<file path="config.mk">
export PLATFORM = sky130hd
export DESIGN_NAME = leddisplay_arbiter
export DESIGN_NICKNAME = d
export VERILOG_FILES = /design/src/rtl/leddisplay_arbiter.sv
export SDC_FILE = /design/constraint.sdc
export NUM_CORES = 1
export LEC_CHECK = 0
export ABC_AREA = 1
export CORE_UTILIZATION = 45
export CTS_BUF_LIST = sky130_fd_sc_hd__clkbuf_4 sky130_fd_sc_hd__clkbuf_8 sky130_fd_sc_hd__clkbuf_16
export DETAILED_ROUTE_END_ITERATION = 8
export HOLD_SLACK_MARGIN = 0.15
export PLACE_DENSITY_LB_ADDON = 0.05
export SYNTH_ARGS = -nofsm -noshare
export SYNTH_HDL_FRONTEND = slang
export SYNTH_SLANG_ARGS = --single-unit
</file>
<file path="constraint.sdc">
create_clock -name clk -period 2.9 [get_ports clk]
set_clock_uncertainty 0.2 [all_clocks]
set_input_delay 0.725 -clock clk [delete_from_list [all_inputs] [get_ports clk]]
set_output_delay 0.725 -clock clk [all_outputs]
set_load 0.05 [all_outputs]
</file>
<file path="src/rtl/leddisplay_arbiter.sv">
// Round-robin arbiter sharing one NUM-digit LED segment bus between REQ_N requesters,
// with minimum/maximum ownership time and a blank frame between owners.
module leddisplay_arbiter #(
   parameter int NUM          = 4,
   parameter int REQ_N        = 4,
   parameter int HOLD_CYCLES  = 1000,
   parameter int MAX_CYCLES   = 100000,
   parameter int BLANK_CYCLES = 16
) (
   input  logic                     clk,
   input  logic                     rstn,
   input  logic [REQ_N-1:0]         req,
   input  logic [REQ_N*NUM*8-1:0]   frame_in,
   output logic [REQ_N-1:0]         gnt,
   output logic [2:0]               owner_id,
   output logic                     owner_vld,
   output logic [NUM*8-1:0]         led_out
);

   localparam int          FW         = NUM * 8;
   localparam int          BW         = (BLANK_CYCLES > 1) ? $clog2(BLANK_CYCLES) : 1;
   localparam logic [BW-1:0] BLANK_LAST = BW'(BLANK_CYCLES - 1);
   localparam logic [31:0] HOLD_C     = 32'(HOLD_CYCLES);
   localparam logic [31:0] MAX_C      = 32'(MAX_CYCLES);

   typedef enum logic [1:0] {S_IDLE, S_BLANK, S_OWN} state_t;

   state_t           state_q;
   logic [REQ_N-1:0] gnt_q;
   logic [2:0]       owner_q;
   logic [2:0]       last_q;
   logic             vld_q;
   logic [FW-1:0]    led_q;
   logic [BW-1:0]    blank_cnt_q;
   logic [31:0]      hold_cnt_q;

   function automatic logic [31:0] sat_inc(input logic [31:0] v);
      return (v == 32'hFFFF_FFFF) ? v : v + 32'd1;
   endfunction

   logic [REQ_N-1:0] owner_oh;
   logic             owner_req;
   logic             others_req;
   logic             hold_met;
   logic             max_met;
   logic             release_own;
   logic [FW-1:0]    frames [8];
   logic [FW-1:0]    owner_frame;

   genvar g;
   for (g = 0; g < 8; g++) begin : g_frame
      if (g < REQ_N) begin : g_used
         assign frames[g] = frame_in[g*FW +: FW];
      end else begin : g_unused
         assign frames[g] = '0;
      end
   end

   assign owner_oh    = {{(REQ_N-1){1'b0}}, 1'b1} << owner_q;
   assign owner_req   = |(req & owner_oh);
   assign others_req  = |(req & ~owner_oh);
   assign owner_frame = frames[owner_q];
   assign hold_met    = (hold_cnt_q >= HOLD_C);
   assign max_met     = (hold_cnt_q >= MAX_C);

   // A dropped grant (gnt_q == 0 in OWN) commits the owner to release once the hold expires,
   // so a late re-assertion of its request cannot revive the ownership.
   assign release_own = (state_q == S_OWN) &&
                        ((hold_met && (!owner_req || (gnt_q == '0))) || (max_met && others_req));

   // On release the outgoing owner is excluded, so it can only win again after the others.
   logic [2:0]       ptr;
   logic [REQ_N-1:0] cand;
   logic [7:0]       cand8;
   logic [2:0]       idx;
   logic             win_found;
   logic [2:0]       win_id;

   assign ptr   = (state_q == S_OWN) ? owner_q : last_q;
   assign cand  = (state_q == S_OWN) ? (req & ~owner_oh) : req;
   assign cand8 = 8'(cand);

   always_comb begin
      win_found = 1'b0;
      win_id    = 3'd0;
      idx       = 3'd0;
      for (int i = 1; i <= REQ_N; i++) begin
         idx = 3'((int'(ptr) + i) % REQ_N);
         if (!win_found && cand8[idx]) begin
            win_found = 1'b1;
            win_id    = idx;
         end
      end
   end

   always_ff @(posedge clk or negedge rstn) begin
      if (!rstn) begin
         state_q     <= S_IDLE;
         gnt_q       <= '0;
         owner_q     <= 3'd0;
         last_q      <= 3'(REQ_N - 1);
         vld_q       <= 1'b0;
         led_q       <= '0;
         blank_cnt_q <= '0;
         hold_cnt_q  <= '0;
      end else begin
         case (state_q)
            S_IDLE: begin
               led_q <= '0;
               gnt_q <= '0;
               if (win_found) begin
                  owner_q     <= win_id;
                  vld_q       <= 1'b1;
                  blank_cnt_q <= '0;
                  state_q     <= S_BLANK;
               end
            end
            S_BLANK: begin
               led_q       <= '0;
               gnt_q       <= '0;
               blank_cnt_q <= blank_cnt_q + 1'b1;
               if (blank_cnt_q == BLANK_LAST) begin
                  state_q    <= S_OWN;
                  gnt_q      <= owner_oh;
                  hold_cnt_q <= '0;
               end
            end
            S_OWN: begin
               hold_cnt_q <= sat_inc(hold_cnt_q);
               if (gnt_q != '0) led_q <= owner_frame;
               if (release_own) begin
                  gnt_q  <= '0;
                  led_q  <= '0;
                  last_q <= owner_q;
                  if (win_found) begin
                     owner_q     <= win_id;
                     blank_cnt_q <= '0;
                     state_q     <= S_BLANK;
                  end else begin
                     vld_q   <= 1'b0;
                     state_q <= S_IDLE;
                  end
               end else if (!owner_req && !hold_met) begin
                  gnt_q <= '0;
               end
            end
            default: state_q <= S_IDLE;
         endcase
      end
   end

   assign gnt       = gnt_q;
   assign owner_id  = owner_q;
   assign owner_vld = vld_q;
   assign led_out   = led_q;

endmodule

</file>
After elaboration in Yosys (flattened, before gate mapping)
Index checks and enable logic that the tools add are counted.
{"block": "classes", "add_sub_neg": 6, "n_eq_ne": 11, "order_cmp": 7, "shifts": 1, "muxes": 46, "n_reduce_logical": 36, "bitwise": 8}
{"cell": "32-bit 2-to-1 mux", "n": 6}
{"cell": "32-bit one-hot mux with 2 select lines", "n": 2}
{"cell": "32-bit binary-select mux with 3-bit select", "n": 1}
{"cell": "32-bit by 1-bit adder with 32-bit output (second input constant)", "n": 1}
{"cell": "32-bit == test (second input constant)", "n": 1}
{"cell": "32-bit by 10-bit greater-or-equal comparator with 1-bit output (second input constant)", "n": 1}
{"cell": "32-bit by 17-bit greater-or-equal comparator with 1-bit output (second input constant)", "n": 1}
{"cell": "4-bit 2-to-1 mux", "n": 6}
{"cell": "4-bit one-hot mux with 3 select lines", "n": 2}
{"cell": "3-bit 2-to-1 mux", "n": 6}
{"cell": "3-bit by 4-bit < comparator with 1-bit output (second input constant)", "n": 4}
{"cell": "1-bit binary-select mux with 3-bit select", "n": 4}
{"cell": "1-bit 2-to-1 mux", "n": 12}
{"cell": "2-bit != test (second input constant)", "n": 5}
{"cell": "2-bit AND reduction", "n": 5}
{"cell": "2-bit OR reduction", "n": 5}
{"cell": "4-bit bitwise AND", "n": 2}
{"cell": "2-bit 2-to-1 mux", "n": 4}
{"cell": "4-bit OR reduction", "n": 2}
{"cell": "1-bit logical AND", "n": 7}
{"cell": "3-bit by 2-bit != test with 1-bit output (second input constant)", "n": 2}
{"cell": "2-bit one-hot mux with 3 select lines", "n": 1}
{"cell": "3-bit one-hot mux with 2 select lines", "n": 1}
{"cell": "3-bit AND reduction", "n": 2}
{"cell": "other kinds (20)", "n": 32}
{"block": "totals", "reg_bits": 80, "wordCells": 123, "inputBits": 134, "out_inout_bits": 40}

Depth between registers and ports, before layout
{"block": "depth", "ltp_word": 20, "depth_mapped": 16, "ltp_nobuf": 15}

Worst setup path after synthesis
OpenSTA, ideal clock, no wires.
{"block": "synth_path", "path_kind": "register to register", "start": "reg owner_q[0] (netlist: owner_id[0])", "end": "reg vld_q (netlist: owner_vld)", "required_ps": 2581, "stages_incl_launch_ff": 13, "path_slack_ps": 646, "t_arrival_ps": 1935, "synth_period_minus_slack_ps": 2254, "path_buffers": 1, "setup_time_ps": 119, "path_cell_list": "dfrtp_1 buf_2 nand3_1 nand2_2 nand3_1 nand3_2 nand2_2 nor2_4 nand4_1 nand2_1 nand2_1 nand2_1 nand2_1"}
{"block": "synth_between", "elab_chain_cells": 18, "word_cells_on_any_way": 48, "classes_between": "add/sub: 4; eq/ne: 3; shift: 1; mux: 14; bitwise: 7; reduce/logical: 19"}
{"element": "from (decl)", "line_no": "30", "text": "logic [2:0] owner_q;"}
{"element": "from (signal assigned)", "line_no": "112", "text": "owner_q <= win_id;"}
{"element": "from (signal assigned)", "line_no": "136", "text": "owner_q <= win_id;"}
{"element": "2-bit 2-to-1 mux or 1-bit by 3-bit left shift with 4-bit output (tied branches)", "line_no": "79, 59"}
{"element": "2-bit by 1-bit adder with 2-bit output or 4-bit inverter (tied branches)", "line_no": "88, 61, 80"}
{"element": "2-bit OR reduction (no line) or 4-bit bitwise AND (tied branches)"}
{"element": "1-bit bitwise AND (no line) or 4-bit 2-to-1 mux (tied branches)"}
{"element": "1-bit binary-select mux with 3-bit select", "line_no": "89", "text": "if (!win_found && cand8[idx]) begin"}
{"element": "1-bit 2-to-1 mux (implied by the code)", "line_no": "89"}
{"element": "1-bit 2-to-1 mux", "line_no": "89"}
{"element": "1-bit zero test", "line_no": "89"}
{"element": "(+2 left out)"}
{"element": "1-bit zero test", "line_no": "89"}
{"element": "1-bit logical AND", "line_no": "89"}
{"element": "1-bit 2-to-1 mux", "line_no": "89"}
{"element": "1-bit zero test", "line_no": "89"}
{"element": "1-bit logical AND", "line_no": "89"}
{"element": "1-bit 2-to-1 mux", "line_no": "89"}
{"element": "2-bit != test (no line)"}
{"element": "4-bit AND reduction (no line) *"}
{"element": "to (signal assigned)", "line_no": "102", "text": "vld_q <= 1'b0;"}
{"element": "to (signal assigned)", "line_no": "113", "text": "vld_q <= 1'b1;"}
{"element": "to (signal assigned)", "line_no": "140", "text": "vld_q <= 1'b0;"}
{"element": "to (decl)", "line_no": "32", "text": "logic vld_q;"}
Mark *: on every way between the ends. The rest lies on a longest branch, timed or not. The select of a mux whose other input is x is not followed.
A chain may end at the register's enable or synchronous reset.

Worst setup path in the final report
{"block": "layout_path", "start": "reg hold_cnt_q[0]", "end": "reg hold_cnt_q[0]"}
{"block": "layout_between", "elab_chain_cells": 3, "word_cells_on_any_way": 6, "classes_between": "add/sub: 1; eq/ne: 2; mux: 2; reduce/logical: 1"}
{"element": "from (decl)", "line_no": "35", "text": "logic [31:0] hold_cnt_q;"}
{"element": "from (signal assigned)", "line_no": "129", "text": "hold_cnt_q <= sat_inc(hold_cnt_q);"}
{"element": "32-bit by 1-bit adder with 32-bit output or 32-bit == test (tied branches)", "line_no": "38", "text": "return (v == 32'hFFFF_FFFF) ? v : v + 32'd1;"}
{"element": "32-bit 2-to-1 mux or 2-bit != test (tied branches)"}
{"element": "32-bit one-hot mux with 2 select lines or 3-bit AND reduction (tied branches)"}
Several ways; a longest one is shown, not always the timed one. The select of a mux whose other input is x is not followed.

==> impl_metrics.toml <==
[status]
outcome = "complete, no violations"

[synthesis]
syn-num-nets = 883
syn_area_per_cell_sq_um = 7.01
synth_edf_count = 0
ys_async_sr_fraction = 1.00
synth.distinct_cells = 37
ys_seq_area_frac = 0.379
synth_ff_type = "dfrtp_1"
yosysWarnings = 0
ys_ff_latch = 79
synth_area_sq_mm = 0.00523
syn_inst = 746

[timing]
grt_setup_unrepaired = "false"
min_period_over_period = 0.921
fin_ws_ps = 229
drv_slew = 0
layout_min_cycle_time_ps = 2670
finalHoldViolCount = 0
setup_violations = 0
worst_slew_pin_slew_ps = 576
slew_headroom = 0.615
max_freq_ghz = 0.374
setup_tns_ps = 0

[route]
drcViolationCount = 0
wirelength_mm = 17.4
firstDrtPassIters = 5
vias = 5810
wl_per_cell_um = 16.5
drtAntennaViolNets = 0
drt_iter0_drc = 527
vias_per_cell = 5.51

[pwr]
seqPwrFrac = 0.311
intPower_w = 0.00249
p_sw_w = 0.00160
clkPwrFrac = 0.281
ir_drop_uv = 666
p_sw_frac = 0.392
p_per_area_mw_per_mm2 = 551
pwr-share-comb = 0.408
p_leak_nw = 3.24

[setup_path]
r2r_start = "hold_cnt_q[0]"
reg2reg_depth = 11
cp-start-kind = "flip-flop"
required_ps = 2940
crit_type = "flip-flop to flip-flop"
crit_path_max_fanout = 35
timing.rr.end = "hold_cnt_q[0]"
cp.arrival_ps = 2710
critical_path.endpoint_type = "flip-flop"
regToRegSetupSlack_ps = 230

[floorplan]
coreArea_sq_mm = 0.0111
fp-row-count = 38
top_level_ports = 174
die_h_um = 110
dieArea_sq_mm = 0.0120
initial_core_util = 0.472
die_width_um = 110

[final_layout]
n_antenna_cell = 0
drive_above_1_share = 0.0711
area_growth_pct = 41.9
num-fill-cells = 966
layout.nets = 1046

[grt]
use_met3 = 0.0575
grt_util_met1 = 0.371
grt_pass1_vias = 5433
overflow = 0
use_met2 = 0.480
grt_max_degree = 44
grt-busiest-layer = "met2"
groute.usage.overall = 0.289
grt_antenna_before_repair = 0
grt_pass1_wl_mm = 26.5

[worst_hold_path]
hp-class = "input port to asynchronous set/reset pin"

[placement]
io_buffers = 172
hpwl_mm = 13.5
dp_slack_ps = 245
globalplace.congestion = 0.929

[cts]
cts_tree = "done"
clkLatencyLatePin_ps = 340
h-tree-depth = 3
cts_made_buffers = 9
clk_pin_slew_ps = 70
cts_hold_buf = 0
root_buffer = "clkbuf_16"
cts_sinks = 79
cts_max_path_buffers = 2
ctsResizeCount = 0
cts_setup_buffers = 0

[job]
drv_cap = 0
critical path, cell delays in order (launching register included):
cell,delay [ps]
dfrtp_1,450
ha_1,210
nand2_1,90
nor2_2,160
nand2_2,140
nor3_2,250
nand4_1,250
nand2_2,170
nand2_4,230
inv_2,220
nand2_1,90
o21ai_0,90
per-stage QoR:
stage	power [W]	util	cell area [sq um]	hold WS, ps	cells
floorplan	0.00231	-	5230	229	746
global placement	0.00291	0.642	7110	280	1038
detailed placement	0.00295	0.642	7110	286	1038
CTS	0.00410	0.670	7420	185	1054
global route	0.00432	0.670	7420	228	1054
finish	0.00409	0.670	7420	168	1054
synth_stat cells, types with 3 or more instances:
| library cell | n | area, sq um |
|---|---|---|
| nor2_4 | 4 | 45.0 |
| inv_2 | 7 | 26.3 |
| nor4_1 | 7 | 43.8 |
| o31ai_1 | 3 | 22.5 |
| nand4_1 | 23 | 144 |
| o21ai_1 | 15 | 75.1 |
| nor3_1 | 21 | 105 |
| buf_1 | 4 | 15.0 |
| o21ai_0 | 8 | 40.0 |
| buf_2 | 11 | 55.1 |
| dfrtp_1 | 77 | 1930 |
| clkbuf_1 | 16 | 60.1 |
| nand3_1 | 126 | 631 |
| a22oi_1 | 32 | 240 |
| nand2_1 | 232 | 871 |
| ha_1 | 3 | 37.5 |
| o22ai_1 | 17 | 106 |
| inv_1 | 53 | 199 |
| xor2_1 | 19 | 166 |
| a21oi_1 | 3 | 15.0 |
| nor2_2 | 5 | 31.3 |
| nand2_2 | 8 | 50.1 |
| nor2_1 | 32 | 120 |
| nand3_2 | 3 | 30.0 |
cells in the final DEF (no fill, tap or decap), drive strengths merged:
cell type / Yosys / final
conb: 1 / 1
o31ai: 3 / 3
clkinv: 0 / 1
ha: 3 / 3
clkbuf: 16 / 11
nand4: 23 / 23
clkdlybuf4s50: 0 / 169
nand2: 241 / 241
o2111ai: 1 / 1
dfrtp: 77 / 77
nand3b: 1 / 1
or2: 2 / 2
nand3: 129 / 129
o211ai: 2 / 2
nor2: 41 / 41
o22ai: 17 / 17
nor3b: 2 / 2
inv: 60 / 60
nor3: 22 / 22
xnor2: 1 / 1
nor4: 7 / 7
a21oi: 3 / 3
dfstp: 2 / 2
clkinvlp: 0 / 3
buf: 17 / 16
o21ai: 23 / 23
a22oi: 32 / 32
a31oi: 1 / 1
xor2: 19 / 19
bufinv: 0 / 1
sequential cells by signal (all words and copies together), names as in the netlist:
| signal | cells |
|---|---|
| last_q | 2 |
| owner_id | 2 |
| hold_cnt_q | 32 |
| gnt | 4 |
| led_out | 32 |
| blank_cnt_q | 4 |
| owner_vld | 1 |
| state_q | 2 |
logic make-up (layout without fill, tap and decap cells):
logic type               count (synthesis)  in the layout  share of synthesized area
flip-flops                              79             79                      0.379
buffers and inverters                   93            261                     0.0716
other                                    1              1                   0.000718
adder cells (fa/ha/maj)                  3              3                    0.00718
AO/OA/AOI/OAI                           82             82                      0.101
AND/OR/NAND/NOR                        468            468                      0.407
XOR/XNOR                                20             20                     0.0335
worst max path at each step:
| stage | start | end |
|---|---|---|
| 5_1_grt | hold_cnt_q[0] | hold_cnt_q[0] |
| 4_1_cts | hold_cnt_q[0] | hold_cnt_q[0] |
| 3_5_place_dp | req[3] | led_out[13] |
| 6_report | hold_cnt_q[0] | hold_cnt_q[0] |
| 2_1_floorplan | owner_id[0] | owner_vld |
| 3_3_place_gp | req[3] | led_out[23] |
metal layers:
layer	vias up	part of all wire
li1	2854	-
met4	0	0.028
met3	41	0.078
met1	2665	0.41
met5	-	0
met2	250	0.48
power by group through the flow:
stage	registers [W]	logic (W)	clock network, W
floorplan	0.00132	0.000992	0
global placement	0.00128	0.00162	0
detailed placement	0.00129	0.00166	0
CTS	0.00127	0.00166	0.00116
global route	0.00128	0.00183	0.00121
finish	0.00127	0.00167	0.00115
area by class of cell:
type | count | area (sq um) | share of cell area
Timing Repair Buffer | 185 | 1860 | 0.251
Sequential cell | 79 | 1980 | 0.267
Clock inverter | 5 | 57.6 | 0.00776
Tap cell | 140 | 175 | 0.0236
Multi-Input combinational cell | 574 | 2870 | 0.387
Clock buffer | 11 | 246 | 0.0332
Inverter | 60 | 225 | 0.0304
No activity file was read; power rests on OpenSTA's default activity.
